<file path="config.mk">
export PLATFORM = sky130hd
export DESIGN_NAME = mmio_uart_tx_flat
export DESIGN_NICKNAME = d
export VERILOG_FILES = /design/src/rtl/mmio_uart_tx_if.sv /design/src/rtl/mmio_uart_tx.sv /design/src/flat_wrapper.sv
export SDC_FILE = /design/constraint.sdc
export NUM_CORES = 1
export LEC_CHECK = 0
export BUFFER_PORTS_ARGS = -buffer_cell sky130_fd_sc_hd__buf_4
export CORE_AREA = 8 8 112 114
export CTS_CLUSTER_SIZE = 20
export DETAILED_ROUTE_END_ITERATION = 10
export DIE_AREA = 0 0 120 122
export PLACE_DENSITY_LB_ADDON = 0.05
export SYNTH_ARGS = -nofsm -noshare
export SYNTH_HDL_FRONTEND = slang
export SYNTH_SLANG_ARGS = --single-unit
</file>
<file path="constraint.sdc">
create_clock -name clk -period 4.8 [get_ports clk]
set_input_delay 0.48 -clock clk [delete_from_list [all_inputs] [get_ports clk]]
set_output_delay 0.48 -clock clk [all_outputs]
set_load 0.01 [all_outputs]
</file>
<file path="src/rtl/mmio_uart_tx_if.sv">
// Data-store bus slice seen by the memory-mapped UART transmitter.
// The core side drives the store strobe/address/data; the peripheral returns its read word and hit flag.
interface mmio_uart_tx_if;
  logic        MemWrite;
  logic [31:0] DataAdr;
  logic [31:0] WriteData;
  logic [31:0] RdData;
  logic        Hit;

  modport master (output MemWrite, DataAdr, WriteData, input RdData, Hit);
  modport slave  (input MemWrite, DataAdr, WriteData, output RdData, Hit);
endinterface

</file>
<file path="src/rtl/mmio_uart_tx.sv">
// Memory-mapped 8N1 UART transmitter: stores to TXDATA fill a small FIFO that a
// bit-timing FSM drains onto the tx pin; STATUS exposes overflow/busy/full/empty.
module mmio_uart_tx #(
  parameter logic [31:0] BASE_ADDR    = 32'h0000_0100,
  parameter int          CLKS_PER_BIT = 16,
  parameter int          FIFO_DEPTH   = 8
) (
  input  logic          clk,
  input  logic          reset,
  mmio_uart_tx_if.slave bus,
  output logic          tx,
  output logic          busy
);
  localparam int PW = $clog2(FIFO_DEPTH);
  localparam int BW = $clog2(CLKS_PER_BIT);

  typedef enum logic [1:0] {IDLE, START, DATA, STOP} state_t;

  state_t        state;
  logic [7:0]    mem [FIFO_DEPTH];
  logic [PW-1:0] wr_ptr;
  logic [PW-1:0] rd_ptr;
  logic [PW:0]   count;
  logic          overflow;
  logic [7:0]    shift;
  logic [2:0]    bit_idx;
  logic [BW-1:0] baud_cnt;

  logic empty, full, sel_data, sel_status, sel_rsvd;
  logic push, pop, baud_done;
  logic unused_bits;

  assign sel_data   = (bus.DataAdr == BASE_ADDR);
  assign sel_status = (bus.DataAdr == BASE_ADDR + 32'd4);
  assign sel_rsvd   = (bus.DataAdr == BASE_ADDR + 32'd8);
  assign empty      = (count == '0);
  assign full       = (count == (PW+1)'(FIFO_DEPTH));
  // full is taken before this edge's pop, so a store into a full FIFO is always dropped
  assign push       = bus.MemWrite && sel_data && !full;
  assign pop        = (state == IDLE) && !empty;
  assign baud_done  = (baud_cnt == BW'(CLKS_PER_BIT - 1));

  assign bus.Hit    = sel_data || sel_status || sel_rsvd;
  assign bus.RdData = sel_status ? {28'b0, overflow, busy, full, empty} : 32'b0;
  assign unused_bits = ^bus.WriteData[31:8];

  always_ff @(posedge clk) begin
    if (push) mem[wr_ptr] <= bus.WriteData[7:0];
  end

  always_ff @(posedge clk) begin
    if (!reset) begin
      wr_ptr   <= '0;
      rd_ptr   <= '0;
      count    <= '0;
      overflow <= 1'b0;
    end else begin
      if (push) wr_ptr <= wr_ptr + 1'b1;
      if (pop)  rd_ptr <= rd_ptr + 1'b1;
      case ({push, pop})
        2'b10:   count <= count + 1'b1;
        2'b01:   count <= count - 1'b1;
        default: count <= count;
      endcase
      if (bus.MemWrite && sel_data && full)
        overflow <= 1'b1;
      else if (bus.MemWrite && sel_status && bus.WriteData[3])
        overflow <= 1'b0;
    end
  end

  always_ff @(posedge clk) begin
    if (!reset) begin
      state    <= IDLE;
      tx       <= 1'b1;
      busy     <= 1'b0;
      shift    <= '0;
      bit_idx  <= '0;
      baud_cnt <= '0;
    end else begin
      case (state)
        IDLE: begin
          tx   <= 1'b1;
          busy <= 1'b0;
          if (!empty) begin
            shift    <= mem[rd_ptr];
            baud_cnt <= '0;
            tx       <= 1'b0;
            busy     <= 1'b1;
            state    <= START;
          end
        end
        START: begin
          if (baud_done) begin
            baud_cnt <= '0;
            bit_idx  <= '0;
            tx       <= shift[0];
            state    <= DATA;
          end else begin
            baud_cnt <= baud_cnt + 1'b1;
          end
        end
        DATA: begin
          if (baud_done) begin
            baud_cnt <= '0;
            if (bit_idx == 3'd7) begin
              tx    <= 1'b1;
              state <= STOP;
            end else begin
              bit_idx <= bit_idx + 1'b1;
              shift   <= shift >> 1;
              tx      <= shift[1];
            end
          end else begin
            baud_cnt <= baud_cnt + 1'b1;
          end
        end
        STOP: begin
          if (baud_done) begin
            baud_cnt <= '0;
            busy     <= 1'b0;
            state    <= IDLE;
          end else begin
            baud_cnt <= baud_cnt + 1'b1;
          end
        end
        default: state <= IDLE;
      endcase
    end
  end
endmodule

</file>
<file path="src/flat_wrapper.sv">
// flat-port wrapper written by rule: the top's interface ports become plain ports
module mmio_uart_tx_flat 
#(
  parameter logic [31:0] BASE_ADDR    = 32'h0000_0100,
  parameter int          CLKS_PER_BIT = 16,
  parameter int          FIFO_DEPTH   = 8
)
  (clk, reset, tx, busy, bus_MemWrite, bus_DataAdr, bus_WriteData, bus_RdData, bus_Hit);
  mmio_uart_tx_if bus_i ();
  input  logic clk;
  input  logic reset;
  output logic tx;
  output logic busy;
  input wire logic [$bits(bus_i.MemWrite)-1:0] bus_MemWrite;
  input wire logic [$bits(bus_i.DataAdr)-1:0] bus_DataAdr;
  input wire logic [$bits(bus_i.WriteData)-1:0] bus_WriteData;
  output wire logic [$bits(bus_i.RdData)-1:0] bus_RdData;
  output wire logic [$bits(bus_i.Hit)-1:0] bus_Hit;
  assign bus_i.MemWrite = bus_MemWrite;
  assign bus_i.DataAdr = bus_DataAdr;
  assign bus_i.WriteData = bus_WriteData;
  assign bus_RdData = bus_i.RdData;
  assign bus_Hit = bus_i.Hit;
  mmio_uart_tx #(.BASE_ADDR(BASE_ADDR), .CLKS_PER_BIT(CLKS_PER_BIT), .FIFO_DEPTH(FIFO_DEPTH)) u_core (.clk(clk), .reset(reset), .bus(bus_i), .tx(tx), .busy(busy));
endmodule
</file>
== After elaboration in Yosys (flattened, before gate mapping) ==
Memories as Yosys holds them, arrays and structs flattened. A register that Yosys moved wholly into a read port is not among the register bits.
Index checks and enable logic that the tools add are counted.

* Add/sub/neg operators: 6
* Eq/ne operators: 17
* Multiplexer cells: 33
* Reduce and logical (&&, ||, !) cells: 24

{| class="wikitable"
|+ Operators by type and width
! operator !! count
|-
| 32-bit by 9-bit equality test with 1-bit output, second input constant || 3
|-
| 8-bit 2-to-1 mux || 3
|-
| 4-bit one-hot mux with 2 select lines || 2
|-
| 8-bit one-hot mux with 2 select lines || 1
|-
| 3-bit 2-to-1 mux || 5
|-
| 4-bit 2-to-1 mux || 3
|-
| 1-bit 2-to-1 mux || 10
|-
| 2-bit 2-to-1 mux || 5
|-
| 2-bit nonzero test || 5
|-
| 3-bit by 1-bit adder with 3-bit output, second input constant || 3
|-
| 4-bit by 1-bit adder with 4-bit output, second input constant || 2
|-
| 4-bit equality test, second input constant || 2
|-
| 2-bit by 1-bit inequality test with 1-bit output, second input constant || 4
|-
| 2-bit one-hot mux with 4 select lines || 1
|-
| 4-bit AND reduction || 2
|-
| 2-bit equality test, second input constant || 3
|-
| 1-bit logical AND || 6
|-
| 3-bit one-hot mux with 2 select lines || 1
|-
| 5-bit AND reduction || 1
|-
| 2-bit by 1-bit equality test with 1-bit output, second input constant || 2
|-
| 4-bit zero test || 1
|-
| 2-bit inequality test, second input constant || 2
|-
| 4-bit by 1-bit subtractor with 4-bit output, second input constant || 1
|-
| 3-bit equality test, second input constant || 1
|-
| 9 further kinds || 11
|}

* Register bits after elaboration: 30
* Memory bits (writable): 64
* Input port bits: 67
* Memories: 1

{| class="wikitable"
|+ Memory list
! memory !! words !! width !! rd ports !! clocked after memory_dff !! wr ports !! line !! text
|-
| u_core.mem || 8 || 8 || 1 || 1 || 1 || mmio_uart_tx.sv:20 || <nowiki>logic [7:0] mem [FIFO_DEPTH];</nowiki>
|}

== Longest topological paths before layout ==
* Depth in word-level cells: 5
* Gate-level depth with buffers: 12
* Gate-level depth less buffers: 11

== Worst setup path before layout ==
Ideal clock, no wire load.

* Path type: input -> register
* Start: input port bus_DataAdr[11]
* End: memory u_core.mem[4][0], enable pin
* Data arrival time: 2.328 ns
* Slack: 2.074 ns
* Stages on the path: 5
* Cells stage by stage: nor4_1 and4_1 and3_1 inv_2 nor4b_1

* Longest elaborated chain between the ends: 5

{| class="wikitable"
|+ RTL lines
! element !! line !! text
|-
| from (decl) || flat_wrapper.sv:15 || <nowiki>input wire logic [$bits(bus_i.DataAdr)-1:0] bus_DataAdr;</nowiki>
|-
| 32-bit by 9-bit equality test with 1-bit output || mmio_uart_tx.sv:33 || <nowiki>assign sel_data = (bus.DataAdr == BASE_ADDR);</nowiki>
|-
| 1-bit logical AND (2 in series) || mmio_uart_tx.sv:39 || <nowiki>assign push = bus.MemWrite && sel_data && !full;</nowiki>
|-
| 1-bit 2-to-1 mux || mmio_uart_tx.sv:48 || <nowiki>if (push) mem[wr_ptr] <= bus.WriteData[7:0];</nowiki>
|-
| 1-bit 2-to-1 mux (implied by the code) || mmio_uart_tx.sv:48 ||
|-
| to (decl) || mmio_uart_tx.sv:20 ||
|}

No other way between the ends.

== Worst setup path in the final report ==
* Start: register u_core.count[0]
* End: register u_core.count[2]

* Longest elaborated chain between the ends: 5
* Elaborated cells on any way between the ends: 12

{| class="wikitable"
|+ RTL lines
! element !! line !! text
|-
| from (decl) || mmio_uart_tx.sv:23 || <nowiki>logic [PW:0] count;</nowiki>
|-
| from (signal assigned) || mmio_uart_tx.sv:61 || <nowiki>2'b10: count <= count + 1'b1;</nowiki>
|-
| from (signal assigned) || mmio_uart_tx.sv:62 || <nowiki>2'b01: count <= count - 1'b1;</nowiki>
|-
| from (signal assigned) || mmio_uart_tx.sv:63 || <nowiki>default: count <= count;</nowiki>
|-
| 4-bit equality test / 4-bit zero test (equally long branches) || mmio_uart_tx.sv:37, mmio_uart_tx.sv:36 ||
|-
| 1-bit zero test (on tied branches) || mmio_uart_tx.sv:39, mmio_uart_tx.sv:40 ||
|-
| 1-bit logical AND (on tied branches) || mmio_uart_tx.sv:39, mmio_uart_tx.sv:40 ||
|-
| 2-bit by 1-bit equality test with 1-bit output / 2-bit equality test (equally long branches) || mmio_uart_tx.sv:60 || <nowiki>case ({push, pop})</nowiki>
|-
| 4-bit one-hot mux with 2 select lines / 2-bit nonzero test (equally long branches) || n/a ||
|}

Several ways; a longest one is shown, not always the timed one.
A chain may end at the register's enable or synchronous reset.

==> qor.yml <==
powerDensity_mw_per_mm2: 290
grt_pass1_vias: 2806
end_kind: "flop"
ant_nets: 0
nets: 476
drtIter0Drc: 144
synth_top_area_share_pct: 43.3
rows: 38
worstPathArrival_ns: 3.26
ys.flop_type: "edfxtp_1"
synth_commonest_cells: "edfxtp_1 (64), dfxtp_1 (33), buf_4 (28), a21oi_1 (21)"
cts_resized: 0
worst_slew_pin_slew_ns: 1.00
sw_frac_of_total_pct: 21.6
setup_ws_ns: 1.82
syn_to_final_growth_pct: 14.9
port_buffers: 49
p_int_mw: 1.16
fin_crit_sh_pct: 62.1
dr.pass1.iters: 4
worstSetupStartpointType: "flop"
cts_made_buffers: 9
slowest_stage: "or4b_4"
cts_max_level: 3
dieArea_mm2: 0.0146
clockBufferDepth: 2
maxSlewViolCount: 0
finalHoldViolCount: 0
antennaDiodeCount: 0
fin_crit_ns: 2.98
die_w_um: 120
leakage_nw: 1.83
async_reset_ff_share_pct: 0
hold_path.class: "in2reg"
stdcell_area_mm2: 0.00510
drt-total-wl_um: 9490
rr_startpoint: "u_core.count[0]"
vdd_drop_max_mv: 0.178
drv_cap: 0
grt_max_degree: 20
synth_most_common_cell: "edfxtp_1"
yosysSeqAreaShare_pct: 58.2
synthCells: 345
clock_skew_ns: 0.0119
synth_edf_count: 64
setup_violations: 0
post-cts-setup-buffer-count: 0
totalNegativeSetupSlack_ns: 0
cts_hold_buf: 0
vias: 2799
worst-setup-path-type: "reg2reg"
cts_tree: "built"
cts-root-buf: "clkbuf_8"
post-route-drc-count: 0
p_clk_share_pct: 36.4
ys_types: 52
io_pins: 102
grt_usage_pct: 13.3
status: "finished clean"
path_max_fanout: 10
yosysTopAreaCell: "edfxtp_1"
vias_per_cell: 5.16
synth_warnings: 0
synth_area_per_cell_um2: 12.9
clock_latency_ns: 0.36
crit_chain: "or4b_4, and2_1, and3_1, inv_2, ha_1, xor2_1, ha_1, a21oi_1, xor2_1, or3_1, a21oi_1"
layout-drive-gt1-share_pct: 25.1
core-area_mm2: 0.0107
place_ws_ns: 1.75
overflow: 0
synth.area.top_cells: "edfxtp_1 (43%), dfxtp_1 (15%), mux4_2 (8.1%)"
grt_pass1_wl_um: 14900
maxSlewHeadroom_pct: 32.8
dpl_cell_area_mm2: 0.00490
fp.dieH_um: 122
path_buf_inv: 1
p_comb_share_pct: 3.6
cts.clk_slew.worst_paths_ns: 0.10
routedWlPerCell_um: 17.5
cpPeakStageDelay_ns: 0.60
ys_ff_latch: 97
worstPathRequired_ns: 5.08
fmax_mhz: 336
syn_area_mm2: 0.00444
p_seq_share_pct: 60.0
hpwlAfterDp_um: 6470
p_switching_uw: 320
grt_setup_unrepaired: "no"
cp-startpoint: "u_core.count[0]"
start_util_pct: 41.5
finalWeightedCongestion: 0.721
cts.sinks: 97
min_from: "bus_WriteData[6]"
antenna_found_initial: 0
critPathTopFamily: "simple AND/OR/NAND/NOR gates"
-- stage by stage --
step / cells / hold WS (ns) / total power [mW] / utilization [%]
6_report: 542 / 0.344 / 1.48 / 47.7
5_1_grt: 542 / 0.334 / 1.53 / 47.7
4_1_cts: 542 / 0.325 / 1.50 / 47.7
3_5_place_dp: 526 / 0.447 / 0.959 / 45.8
3_3_place_gp: 526 / 0.441 / 0.958 / 45.8
2_1_floorplan: 372 / 0.427 / 0.940 / -
-- flip-flops by register name, indices dropped and copies added (netlist names), named ones only --
register and flops:
u_core.shift 8, u_core.count 4, u_core.state 2, u_core.bit_idx 3, u_core.baud_cnt 4, u_core.busy 1, u_core.mem 64, u_core.wr_ptr 3
u_core.tx 1, u_core.overflow 1, u_core.rd_ptr 3
-- cells by family (layout without fill, tap and decap cells) --
kind of cell             count (synthesis)  count (layout)  synth area share (%)
flip-flops                              97              97                  58.2
AND/OR/NAND/NOR                         93              93                  11.9
AO/OA/AOI/OAI                           58              58                  8.31
buffers and inverters                   56              86                  7.50
multiplexers                            23              23                  9.70
adder cells (fa/ha/maj)                 12              12                  3.38
XOR/XNOR                                 5               5                 0.986
other                                    1              28                0.0845
-- routing by layer --
metal / vias to the layer above / track usage, % / share of wire [%]
met1: 1360 / 16.6 / 45
met5: - / 0 / 0
met4: 0 / 5.78 / 1.2
li1: 1358 / - / -
met2: 72 / 22.0 / 48
met3: 9 / 2.73 / 5.1
-- power groups by stage --
stage	registers, mW	clock network (mW)	logic (mW)
final	0.887	0.538	0.0533
after global placement	0.906	0	0.0521
after detailed placement	0.906	0	0.0532
after global routing	0.887	0.586	0.0584
after CTS	0.887	0.558	0.0532
after floorplan	0.907	0	0.0337
-- layout by cell type, fill, tap and decap left out, drive strengths merged, types with 2 or more instances in the layout --
cell type  count
a22oi          4
buf           56
and4           2
o22ai          7
nand2b         6
nand4b         2
clkinv         3
ha            12
o21ai          8
a21oi         21
nor4          11
a22o           7
nand2         17
mux2i          7
dfxtp         33
conb          28
mux4          16
nor4b          4
or4b           2
xor2           5
nor2b          2
nor2          17
or2            2
nand4          3
clkbuf        11
nor3           5
and2           2
edfxtp        64
or4            2
nand3          7
o31ai          2
o21bai         2
inv           15
and3           5
-- path summary, 6_finish.rpt --
path | slack, ns | cells after the start | to
setup / recovery | 1.82 | 11 | u_core.count[2]
hold / removal | 0.34 | 1 | u_core.mem[4][6]
setup reg to reg | 1.82 | 11 | u_core.count[2]
hold reg to reg | 0.46 | 1 | u_core.shift[7]
-- layout make-up --
class / count / area (µm²)
multi-input cells: 219 / 1670
inverters: 14 / 52.6
clock inverters: 5 / 63.8
repair buffers: 56 / 420
fillers: 975 / 5600
flip-flops and latches: 97 / 2580
well taps: 140 / 175
clock buffers: 11 / 131
Note: power is estimated with default switching activity, not from simulation.
